===== src/rtl/inst_fetch_queue_pkg.sv =====
// inst_fetch_queue_pkg
//   Shared types and helpers for the instruction fetch queue.
//   fetch_entry_t : one buffered cache response {pc, inst} at the default width
//   ptr_width()   : bit width of a head/tail pointer for a given depth
package inst_fetch_queue_pkg;

   localparam int FETCH_PC_WIDTH   = 32;
   localparam int FETCH_DATA_WIDTH = 32;

   typedef struct packed {
      logic [FETCH_PC_WIDTH-1:0]   pc;
      logic [FETCH_DATA_WIDTH-1:0] inst;
   } fetch_entry_t;

   // Pointers wrap modulo depth by natural overflow, so depth must be a power of two.
   function automatic int ptr_width(input int depth);
      return (depth > 1) ? $clog2(depth) : 1;
   endfunction

endpackage


===== src/rtl/inst_fetch_queue.sv =====
// inst_fetch_queue
//   In-order buffer between the instruction cache and decode.
//   Ports:
//     clk, resetn           clock, synchronous active-low reset
//     flush                 drop all entries (redirect / exception)
//     enq_valid/pc/inst     cache response; accepted when enq_ready
//     enq_ready             queue not full
//     almost_full           count >= DEPTH-1, used as the cache stall
//     deq_valid/pc/inst     head entry to decode
//     deq_ready             decode consumes the head this cycle
//     count                 current occupancy
module inst_fetch_queue
   import inst_fetch_queue_pkg::*;
#(
   parameter int DEPTH      = 8,
   parameter int DATA_WIDTH = 32
) (
   input  logic                   clk,
   input  logic                   resetn,
   input  logic                   flush,
   input  logic                   enq_valid,
   input  logic [31:0]            enq_pc,
   input  logic [DATA_WIDTH-1:0]  enq_inst,
   output logic                   enq_ready,
   output logic                   almost_full,
   output logic                   deq_valid,
   output logic [31:0]            deq_pc,
   output logic [DATA_WIDTH-1:0]  deq_inst,
   input  logic                   deq_ready,
   output logic [$clog2(DEPTH):0] count
);

   localparam int PW = ptr_width(DEPTH);
   localparam int CW = $clog2(DEPTH) + 1;
   localparam logic [CW-1:0] FULL_CNT = CW'(DEPTH);
   localparam logic [CW-1:0] AF_CNT   = CW'(DEPTH - 1);

   // Same layout as fetch_entry_t, widened to the instance's DATA_WIDTH.
   typedef struct packed {
      logic [31:0]           pc;
      logic [DATA_WIDTH-1:0] inst;
   } entry_t;

   entry_t          mem_q [DEPTH];
   logic [PW-1:0]   head_q, head_d;
   logic [PW-1:0]   tail_q, tail_d;
   logic [CW-1:0]   count_q, count_d;
   logic            enq_fire;
   logic            deq_fire;

   // Handshake outputs come from the registered count only, so there is no
   // combinational path from enq_valid/deq_ready back to the ready/valid flags.
   assign enq_ready   = (count_q != FULL_CNT);
   assign deq_valid   = (count_q != '0);
   assign almost_full = (count_q >= AF_CNT);
   assign count       = count_q;
   assign deq_pc      = mem_q[head_q].pc;
   assign deq_inst    = mem_q[head_q].inst;

   always_comb begin
      enq_fire = enq_valid && enq_ready;
      deq_fire = deq_valid && deq_ready;
      head_d   = head_q;
      tail_d   = tail_q;
      count_d  = count_q;
      if (flush) begin
         head_d  = '0;
         tail_d  = '0;
         count_d = '0;
      end else begin
         if (enq_fire) tail_d = tail_q + PW'(1);
         if (deq_fire) head_d = head_q + PW'(1);
         case ({enq_fire, deq_fire})
            2'b10:   count_d = count_q + CW'(1);
            2'b01:   count_d = count_q - CW'(1);
            default: count_d = count_q;
         endcase
      end
   end

   always_ff @(posedge clk) begin
      if (!resetn) begin
         head_q  <= '0;
         tail_q  <= '0;
         count_q <= '0;
      end else begin
         head_q  <= head_d;
         tail_q  <= tail_d;
         count_q <= count_d;
      end
   end

   // Storage is never reset; a stale slot is only visible while deq_valid=0.
   always_ff @(posedge clk) begin
      if (enq_fire && !flush) begin
         mem_q[tail_q].pc   <= enq_pc;
         mem_q[tail_q].inst <= enq_inst;
      end
   end

endmodule


===== config.mk =====
export PLATFORM = sky130hd
export DESIGN_NAME = inst_fetch_queue
export DESIGN_NICKNAME = d
export VERILOG_FILES = /design/src/rtl/inst_fetch_queue_pkg.sv /design/src/rtl/inst_fetch_queue.sv
export SDC_FILE = /design/constraint.sdc
export NUM_CORES = 1
export LEC_CHECK = 0
export CAP_MARGIN = 20
export CORE_UTILIZATION = 60
export DETAILED_ROUTE_END_ITERATION = 16
export GPL_TIMING_DRIVEN = 0
export PLACE_DENSITY = 0.81
export SETUP_SLACK_MARGIN = 0.3
export SYNTH_ARGS = -nofsm -noshare
export SYNTH_HDL_FRONTEND = slang
export SYNTH_SLANG_ARGS = --single-unit

===== constraint.sdc =====
create_clock -name clk -period 27.1 [get_ports clk]
set_clock_uncertainty 0.15 [all_clocks]
set_input_delay 5.42 -clock clk [delete_from_list [all_inputs] [get_ports clk]]
set_output_delay 5.42 -clock clk [all_outputs]
set_load 0.1 [all_outputs]

==> metrics.csv <==
stage,metric,value,unit
clock_network,total CTS buffers,50,
clock_network,clock sink total,525,
timing,period utilisation layout,0.342,
power_and_ir_drop,register share of total power,0.536,
die,core area,32600,µm²
timing,Final Hold Vio Count,0,
setup_path,Max stage delay on crit path,1.14,ns
run,MaxCap Viol Count,0,
die,io pins,140,
placed_design,placed cells,1466,
logic_synthesis,largest family of logic cells by synthesized area,multiplexers,
setup_path,kind of critical path,register to output port,
setup_path,Worst EP required,21.53,ns
finish,Final Non-Filler Cells,1558,
setup_path,CP cell instances,"clkbuf_1, clkbuf_1, mux2_2, clkdlybuf4s50_1",
placed_design,port bufs,138,
clock_network,clock transition at the registers of the reported paths,0.06,ns
logic_synthesis,Syn Nets,893,
routing,WL/cell,25.9,µm
routing,drt first pass iters,5,
timing,Peak Freq,108,MHz
power_and_ir_drop,Sw Pwr,0.354,mW
routing,Final Routed Wirelength,40300,µm
logic_synthesis,Yosys warning total,0,
finish,Nets,1150,
logic_synthesis,gate count of the mapped netlist,819,
power_and_ir_drop,clock share of power,0.401,
finish,P&R area growth vs syn,21.0,%
logic_synthesis,post-synthesis compound-gate area fraction,0.00421,
power_and_ir_drop,total power,1.68,mW
logic_synthesis,mux share of post-synthesis cell area,0.181,
global_route,met3 usage,0.0443,
power_and_ir_drop,Internal,1.33,mW
logic_synthesis,sequential area share after synthesis,0.784,
global_route,GRT Resource Usage Total,0.250,
timing,min Tclk post-route,9.27,ns
finish,layout cells sized above 1,0.323,
die,DIE HEIGHT,184,µm
clock_network,Hold Buf Count CTS,0,
power_and_ir_drop,leak pwr,7.60,nW
timing,Slew headroom,0.248,
power_and_ir_drop,worst vdd ir,0.0000441,V
global_route,Top Usage Layer GRT,met2,
routing,drt drc,0,
logic_synthesis,Yosys reg bits,525,
power_and_ir_drop,switching share of power,0.211,
finish,fin area,24100,µm²
timing,Setup TNS,0,ns
logic_synthesis,mean cell area of the mapped netlist,24.3,µm²
setup_path,startpoint types,register,
run_status,status,"complete, no violations",
setup_path,Worst Path Buf+Inv,3,
global_route,initial antenna violation count,4,
clock_network,H-tree levels,2,
clock_network,Root Driver,clkbuf_16,
die,Die Wd,184,µm
placed_design,routability congestion estimate,0.696,
setup_path,CP dominant cell by count,clkbuf_1,
timing,final setup fails,0,
routing,via count,9390,
finish,Fillers,1755,
global_route,largest net degree at the start of global routing,24,
global_route,met2 usage,0.402,
placed_design,post-DP HPWL,25500,µm
routing,antenna violation net count after detailed routing,0,
logic_synthesis,Post-Synth Simple-Gate Area,0.0107,
global_route,global-route track usage on met1,0.351,
global_route,first-pass GRT wire length,60900,µm
setup_path,largest fanout on the critical path,10,
clock_network,CTS tree,built,
logic_synthesis,XOR/XNOR Fraction of Synth Area,0.00264,
routing,Vias per Instance,6.03,
clock_network,setup repair bufs after CTS,0,
logic_synthesis,Yosys cell types,34,
hold_path,Worst Hold Class,register to register,
timing,RSZ-0062 raised after global routing,false,
die,die area,33900,µm²
global_route,vias in the first global route,10100,
placed_design,dpl cell area,22500,µm²
timing,fin. max-slew vios,0,
die,standard-cell row count,66,
logic_synthesis,Mapped Area,19900,µm²
routing,Starting DRT DRC Count,826,
clock_network,Max Root-Sink Buffers,3,
setup_path,"delay-heaviest family, CP",buffers and inverters,
setup_path,crit path capture type,output port,
setup_path,crit path DAT,3.70,ns
finish,Final Util,0.739,
timing,worst-margin pin slew,1.12,ns
logic_synthesis,Adder-Cell Fraction of Synth Area,0.00314,
clock_network,worst-skew pair later-pin latency,0.55,ns
setup_path,Slowest cell on crit path,clkdlybuf4s50_1,
die,Starting Density,0.611,
power_and_ir_drop,PwrDens,69.7,nW/µm²
global_route,global route overflow,0,
power_and_ir_drop,combinational share of power,0.063,
clock_network,CTS-repair resized insts,0,
-- sequential cells by signal (all words and copies together) (netlist names), named ones only --
register and cells:
count 4, head_q 3, tail_q 3, mem_q 512
-- cell usage after synthesis --
cell type / number / area share
o21ai_0: 3 / 0.00075
nor4b_1: 4 / 0.0018
mux2i_1: 1 / 0.00050
or4b_1: 1 / 0.00050
a2111oi_4: 1 / 0.0014
buf_6: 13 / 0.0073
nand2b_1: 1 / 0.00031
a31o_2: 1 / 0.00044
nand2_2: 1 / 0.00031
or3_1: 1 / 0.00031
nor2_1: 10 / 0.0019
clkbuf_1: 12 / 0.0023
buf_2: 4 / 0.0010
nand3_1: 5 / 0.0013
nor4_1: 2 / 0.00063
a21oi_1: 5 / 0.0013
buf_1: 8 / 0.0015
mux4_2: 128 / 0.14
edfxtp_1: 512 / 0.77
xor2_1: 6 / 0.0026
nor2b_1: 1 / 0.00031
clkbuf_2: 1 / 0.00025
or3b_2: 1 / 0.00044
ha_1: 5 / 0.0031
mux2_2: 64 / 0.036
buf_4: 2 / 0.00075
and3_1: 1 / 0.00031
inv_1: 2 / 0.00038
nand3b_1: 2 / 0.00075
or2_4: 1 / 0.00044
nand2_1: 5 / 0.00094
dfxtp_1: 13 / 0.013
o31ai_1: 1 / 0.00038
or4_4: 1 / 0.00056
-- worst reg2reg max path: cells and delay by family (launching register included) --
family	cells	cell delay, ns
flip-flops	1	0.50
AND/OR/NAND/NOR	4	1.39
buffers and inverters	6	1.11
-- through the flow --
stage | setup slack, ns | hold slack [ns]
CTS | 17.76 | 0.365
global placement | 6.67 | 0.326
finish | 17.83 | 0.367
detailed placement | 18.39 | 0.356
floorplan | 13.94 | 0.304
global route | 17.60 | 0.393
-- power groups by stage --
| stage | registers, mW | clock network [mW] | logic [mW] |
|---|---|---|---|
| after floorplan | 0.919 | 0 | 0.0670 |
| after global placement | 0.919 | 0 | 0.102 |
| after detailed placement | 0.917 | 0 | 0.106 |
| after CTS | 0.900 | 0.682 | 0.107 |
| after global routing | 0.900 | 0.715 | 0.111 |
| final | 0.900 | 0.673 | 0.107 |
-- cell families (layout without fill, tap and decap cells) --
group / count (synthesis) / in the layout
AO/OA/AOI/OAI: 11 / 11
XOR/XNOR: 6 / 6
adder cells (fa/ha/maj): 5 / 5
buffers and inverters: 42 / 336
flip-flops: 525 / 525
multiplexers: 193 / 193
other: 0 / 3
AND/OR/NAND/NOR: 37 / 37
-- layout by cell type, fill, tap and decap left out, types with 2 or more instances in the layout --
cell	synthesis	final
diode_2	0	3
nor2_1	10	8
clkbuf_1	12	23
a21oi_1	5	5
edfxtp_1	512	512
nor2_4	0	2
o21ai_0	3	3
buf_1	8	8
nand3b_1	2	2
buf_4	2	59
bufinv_16	0	4
clkinv_1	0	12
ha_1	5	5
mux2_2	64	64
clkdlybuf4s50_1	0	138
dfxtp_1	13	13
nand2_1	5	5
mux4_2	128	128
inv_1	2	2
clkbuf_16	0	53
buf_6	13	18
clkinv_2	0	7
buf_12	0	3
xor2_1	6	6
nor4_2	0	2
buf_16	0	2
nand3_1	5	5
buf_2	4	4
nor4b_2	0	4
-- cell type report --
type,instances,area [µm²],share of cell area
Sequential cell,525,15600,0.649
Multi-Input combinational cell,252,4080,0.169
Timing Repair Buffer,205,1980,0.0822
Clock buffer,64,1370,0.0567
Tap cell,442,553,0.0229
Buffer,40,262,0.0108
Clock inverter,25,216,0.00898
Inverter,2,7.51,0.000311
Antenna cell,3,7.51,0.000311
-- metal layers --
| layer | up-vias | share of wire | wire length, µm |
|---|---|---|---|
| li1 | 4019 | - | - |
| met3 | 68 | 0.061 | 2460 |
| met4 | 2 | 0.027 | 1100 |
| met5 | - | 0.00035 | 14 |
| met2 | 366 | 0.50 | 20200 |
| met1 | 4935 | 0.41 | 16600 |
-- final timing paths --
path	from	endpoint	slack (ns)	cells after the start
worst max-delay path	register	deq_pc[22]	17.83	4
worst min-delay path	tail_q[0]$_SDFFE_PP0P_	tail_q[0]$_SDFFE_PP0P_	0.37	2
worst max register to register	count[0]$_SDFFE_PP0P_	mem_q[2][39]$_DFFE_PP_	23.66	10
worst min register to register	tail_q[0]$_SDFFE_PP0P_	tail_q[0]$_SDFFE_PP0P_	0.37	2
Note: power is estimated with default switching activity, not from simulation.
